### src/rtl/wide_add_sequencer.sv
// Byte-serial WIDTH-bit adder front end driving one external combinational 8-bit adder.
// Optional signed-overflow output out_ovf is enabled by defining ADD_OVF_EN.
module wide_add_sequencer #(
    parameter int unsigned WIDTH = 32
) (
    input  logic             i_clk,
    input  logic             i_rst,
    input  logic             i_in_valid,
    output logic             o_in_ready,
    input  logic [WIDTH-1:0] i_in_a,
    input  logic [WIDTH-1:0] i_in_b,
    input  logic             i_in_cin,
    output logic             o_out_valid,
    input  logic             i_out_ready,
    output logic [WIDTH-1:0] o_out_sum,
    output logic             o_out_cout,
    output logic [7:0]       o_add_a,
    output logic [7:0]       o_add_b,
    output logic             o_add_cin,
`ifdef ADD_OVF_EN
    output logic             o_out_ovf,
`endif
    input  logic [7:0]       i_add_sum,
    input  logic             i_add_cout
);

    localparam int unsigned NSLICE = WIDTH / 8;
    localparam int unsigned IDXW   = $clog2(NSLICE);
    localparam logic [IDXW-1:0] LAST_IDX = IDXW'(NSLICE - 1);

    typedef enum logic [1:0] {StIdle, StRun, StDone} state_e;

    state_e           r_state;
    logic [WIDTH-1:0] r_a;
    logic [WIDTH-1:0] r_b;
    logic [WIDTH-1:0] r_sum;
    logic [IDXW-1:0]  r_idx;
    logic             r_carry;
    logic             r_cout;
    logic             r_in_ready;
    logic             r_out_valid;
`ifdef ADD_OVF_EN
    logic             r_ovf;
`endif

    logic [IDXW+2:0]  w_base;
    logic             w_run;

    assign w_base = {r_idx, 3'b000};
    assign w_run  = (r_state == StRun);

    // Adder inputs are forced to zero outside RUN so the shared adder sees a quiet bus.
    assign o_add_a   = w_run ? r_a[w_base +: 8] : 8'h00;
    assign o_add_b   = w_run ? r_b[w_base +: 8] : 8'h00;
    assign o_add_cin = w_run ? r_carry : 1'b0;

    assign o_in_ready  = r_in_ready;
    assign o_out_valid = r_out_valid;
    assign o_out_sum   = r_sum;
    assign o_out_cout  = r_cout;
`ifdef ADD_OVF_EN
    assign o_out_ovf   = r_ovf;
`endif

    always_ff @(posedge i_clk) begin
        if (i_rst) begin
            r_state     <= StIdle;
            r_a         <= '0;
            r_b         <= '0;
            r_sum       <= '0;
            r_idx       <= '0;
            r_carry     <= 1'b0;
            r_cout      <= 1'b0;
            r_in_ready  <= 1'b1;
            r_out_valid <= 1'b0;
`ifdef ADD_OVF_EN
            r_ovf       <= 1'b0;
`endif
        end else begin
            case (r_state)
                StIdle: begin
                    if (i_in_valid) begin
                        r_a        <= i_in_a;
                        r_b        <= i_in_b;
                        r_carry    <= i_in_cin;
                        r_idx      <= '0;
                        r_in_ready <= 1'b0;
                        r_state    <= StRun;
                    end
                end
                StRun: begin
                    r_sum[w_base +: 8] <= i_add_sum;
                    r_carry            <= i_add_cout;
                    if (r_idx == LAST_IDX) begin
                        r_cout      <= i_add_cout;
`ifdef ADD_OVF_EN
                        // Carry into the MSB xor carry out of it.
                        r_ovf       <= r_a[WIDTH-1] ^ r_b[WIDTH-1] ^ i_add_sum[7] ^ i_add_cout;
`endif
                        r_out_valid <= 1'b1;
                        r_state     <= StDone;
                    end else begin
                        r_idx <= r_idx + 1'b1;
                    end
                end
                StDone: begin
                    if (i_out_ready) begin
                        r_out_valid <= 1'b0;
                        r_in_ready  <= 1'b1;
                        r_state     <= StIdle;
                    end
                end
                default: begin
                    r_state     <= StIdle;
                    r_in_ready  <= 1'b1;
                    r_out_valid <= 1'b0;
                end
            endcase
        end
    end

endmodule
### config.mk
export PLATFORM = sky130hd
export DESIGN_NAME = wide_add_sequencer
export DESIGN_NICKNAME = d
export VERILOG_FILES = /design/src/rtl/wide_add_sequencer.sv
export SDC_FILE = /design/constraint.sdc
export NUM_CORES = 1
export LEC_CHECK = 0
export BUFFER_PORTS_ARGS = -buffer_cell sky130_fd_sc_hd__buf_2
export CAP_MARGIN = 30
export CORE_MARGIN = 2
export CORE_UTILIZATION = 42
export CTS_BUF_LIST = sky130_fd_sc_hd__clkbuf_4
export DETAILED_ROUTE_END_ITERATION = 6
export HOLD_SLACK_MARGIN = 0.1
export PLACE_DENSITY = 0.67
export SLEW_MARGIN = 20
export SYNTH_ARGS = -nofsm -noshare
export SYNTH_HDL_FRONTEND = slang
export SYNTH_SLANG_ARGS = --single-unit
### constraint.sdc
create_clock -name i_clk -period 2.3 [get_ports i_clk]
set_input_delay 0.46 -clock i_clk [delete_from_list [all_inputs] [get_ports i_clk]]
set_output_delay 0.46 -clock i_clk [all_outputs]
set_load 0.005 [all_outputs]
==> summary.txt <==
CTS
  – Longest Clk Path Bufs: 2
  – Reg clk slew, reported paths: 170 ps
  – Clock root cell: clkbuf_4
  – CTS tree: done
  – Clk sinks: between 100 and 150
  – Hold_buf cts: 0
  – Num CTS Buffers: 9
  – Worst-Skew Late Latency: approximately 450 ps
  – CTS H-tree lvls: 3

Setup path
  – Cell depth of the worst setup path: 4
  – CP Capture Type: output pin
  – Worst path bufs/invs: 2
  – Reg-to-reg endpoint: o_out_sum[2]
  – R2r startpoint: r_idx[0]
  – Startpoint types: flip-flop
  – WP data required: between 1500 and 2000 ps
  – CP endpoint: o_add_b[0]
  – Crit path largest cell delay: around 500 ps
  – Critical-path cell list: buf_12 > mux4_2 > and2_4 > buf_6
  – R2R setup slack: about 300 ps
  – Arrival @ worst endpoint: between 1500 and 2000 ps
  – Crit path from: r_idx[0]
  – Critical path class: reg -> out
  – Top delay family on crit path: multiplexers
  – CP max FO: 8
  – Reg2reg path depth: 6
  – Crit-path slowest cell: mux4_2

Die
  – Die area: about 0.011 sq mm
  – Die extent in x: roughly 110 um
  – Die Y: roughly 110 um
  – Initial Utilization: between 40% and 50%
  – Rows: 37
  – Core area: slightly above 0.01 sq mm
  – Ports: 130

STA
  – Minimum clock period: between 2000 and 2500 ps
  – Clk_skew: 17.2 ps
  – Setup Viol. Count Final: 0
  – Slew Viols, Final: 0
  – Fin. Hold Viols: 0
  – RSZ-0062 raised after global routing: true
  – Relative slew slack: between 50% and 60%
  – Final hold slack: ~220 ps
  – Total Neg Setup Slack: 0 ps
  – Fmax: 0.437 GHz
  – Slew @ Worst Pin: ~660 ps
  – Final period utilization: between 90% and 100%

Layout
  – N_diodes: 0
  – Nets@finish: 672
  – Fill count: 985
  – Synthesis-to-layout area growth: 23.0%
  – Share of layout cells above drive strength 1: roughly a third
  – Final Cell Area: 0.00535 sq mm

Flow run
  – Max-Cap Viols: 0

Route
  – First-pass iteration count of the detailed router: 4
  – Highest metal used: met4
  – Initial DRC count: about 170
  – Met2 routed WL: 5160 um
  – Vias per cell: just over 5
  – Routed length per instance: around 15 um
  – M1 wire length: a little under 5000 um
  – Routed wire length: between 10000 and 15000 um
  – DRC: 0
  – ANT nets after route: 0
  – Met3 WL: ~740 um
  – Vias after detailed routing: roughly 3.8k

Logic synthesis
  – Synth top area cells: dfxtp_1, nand2_1, a21oi_1
  – Yosys reg bits: 104
  – Top cells by count, synth: nand2_1, dfxtp_1, a21oi_1
  – Post-synth top area share: 47.8%
  – Yosys warning count: 0
  – Top FF cell, synth: dfxtp_1
  – Gate count after technology mapping: ~470
  – Synth Area per Inst: ~9.3 sq um
  – Synthesized Nets: around 550
  – Count leader, synth: nand2_1
  – Post-synth top area cell: dfxtp_1
  – Post-synthesis sequential area ratio: a little under half
  – Yosys cell types: 37
  – Async set-reset flop share out of synthesis: 0%
  – Mapped cell area: between 0.004 and 0.005 sq mm
  – Post-synth EDFFs: 0

Power
  – Comb power frac: between 10% and 20%
  – Sequential group share of total power: approximately three fifths
  – Internal: 2.37 mW
  – Pwr Total: between 3 and 4 mW
  – Switching share of power: between 20% and 30%
  – Maximum VDD drop: between 0.3 and 0.4 mV
  – Clock power share: ~27%
  – Power Dens Cells: ~620 mW/mm^2
  – Lkg Pwr: approximately 2.3 nW
  – Sw Pwr: about 0.95 mW

Global routing
  – Largest net degree at the start of global routing: 65
  – First-pass GRT wire length: 17800 um
  – Vias in the first global route: between 3k and 4k
  – All-Layer GR Usage: 19.8%
  – Initial antenna violation count: 0
  – Grt ovf: 0

Min path
  – Hold Path Class: in -> reg

Placed design
  – Port Buffers: around 130
  – Dpl hpwl: 7570 um
  – Dpl cell area: between 0.005 and 0.006 sq mm
  – Placer Congestion: 0.823

Status
  – Status: finished, final reports clean
## routing by layer
| metal | GRT usage [%] | up-vias |
|---|---|---|
| met2 | 31.8 | 105 |
| met3 | 5.50 | 12 |
| met4 | 6.11 | 0 |
| met1 | 25.9 | 1802 |
| li1 | - | 1866 |
| met5 | 0 | - |
## cell usage in the layout (no fill, tap or decap), types with 3 or more instances in the layout
| cell | n |
|---|---|
| nor3b_1 | 9 |
| ha_1 | 5 |
| nor2_1 | 6 |
| nand3b_1 | 3 |
| nor4_4 | 3 |
| a22o_1 | 12 |
| and2_1 | 9 |
| dfxtp_1 | 101 |
| buf_6 | 10 |
| a21oi_1 | 73 |
| buf_4 | 14 |
| clkbuf_4 | 10 |
| and3b_1 | 3 |
| clkinvlp_4 | 3 |
| buf_2 | 121 |
| nand2b_1 | 5 |
| nand2_1 | 134 |
| a31o_2 | 8 |
| nor3_1 | 3 |
| and2_4 | 8 |
| inv_1 | 3 |
| mux4_2 | 16 |
| a32o_1 | 8 |
## power by group through the flow
stage	registers, mW	clock network [mW]	logic, mW
floorplan	1.96	0	0.312
global placement	1.98	0	0.454
detailed placement	1.99	0	0.464
CTS	1.94	0.926	0.483
global route	1.95	0.995	0.544
finish	1.94	0.889	0.488
## worst min-delay path: stages
cell     delay [ps]
buf_2           100
nand2_1          50
a21oi_1          50
## through the flow
stage / worst slack, ps / util (%) / instances
final: 13.9 / 52.6 / 730
after global routing: -93.8 / 52.6 / 730
after CTS: -28.8 / 52.0 / 729
after detailed placement: 292 / 50.1 / 709
after global placement: 314 / 50.1 / 709
after floorplan: 151 / - / 469
## state kept, by name (all words and copies together), names as in the netlist
register / flops
o_out_cout: 1
o_out_valid: 1
r_state: 2
r_b: 32
r_idx: 2
r_a: 32
o_out_sum: 32
r_carry: 1
o_in_ready: 1
## what timing repair did
action                                  CTS  global route
endpoints found under the setup margin   16            16
pin swaps                                 3             1
setup buffers                             4             1
gates resized for setup                  10            12
hold endpoints to repair                  0             0
## how the worst min path moves through the flow
stage,slack (ps),cells after the start,from,end
after global placement,440,2,o_out_cout,o_out_cout
final,220,3,i_in_b[5],r_b[5]
after CTS,190,3,i_in_b[3],r_b[3]
after detailed placement,440,2,r_a[18],r_a[18]
after global routing,170,3,i_in_b[3],r_b[3]
after floorplan,430,2,r_a[16],r_a[16]
## cells by family (layout without fill, tap and decap cells)
kind of cell | count (synthesis) | count (layout) | share of synthesized area, %
AND/OR/NAND/NOR | 195 | 195 | 22.1
AO/OA/AOI/OAI | 108 | 108 | 15.6
flip-flops | 104 | 104 | 47.8
buffers and inverters | 41 | 166 | 4.74
multiplexers | 16 | 16 | 8.28
adder cells (fa/ha/maj) | 5 | 5 | 1.44
## cell type report
| type | instances | area, sq um | area share (%) |
|---|---|---|---|
| tap | 136 | 170 | 3.18 |
| clock buffer | 10 | 75.1 | 1.40 |
| multi-input combinational | 324 | 2090 | 39.0 |
| timing repair buffer | 147 | 863 | 16.1 |
| inverter | 3 | 11.3 | 0.210 |
| sequential | 104 | 2090 | 39.1 |
| clock inverter | 6 | 53.8 | 1.01 |
No activity file was read; power rests on OpenSTA's default activity.
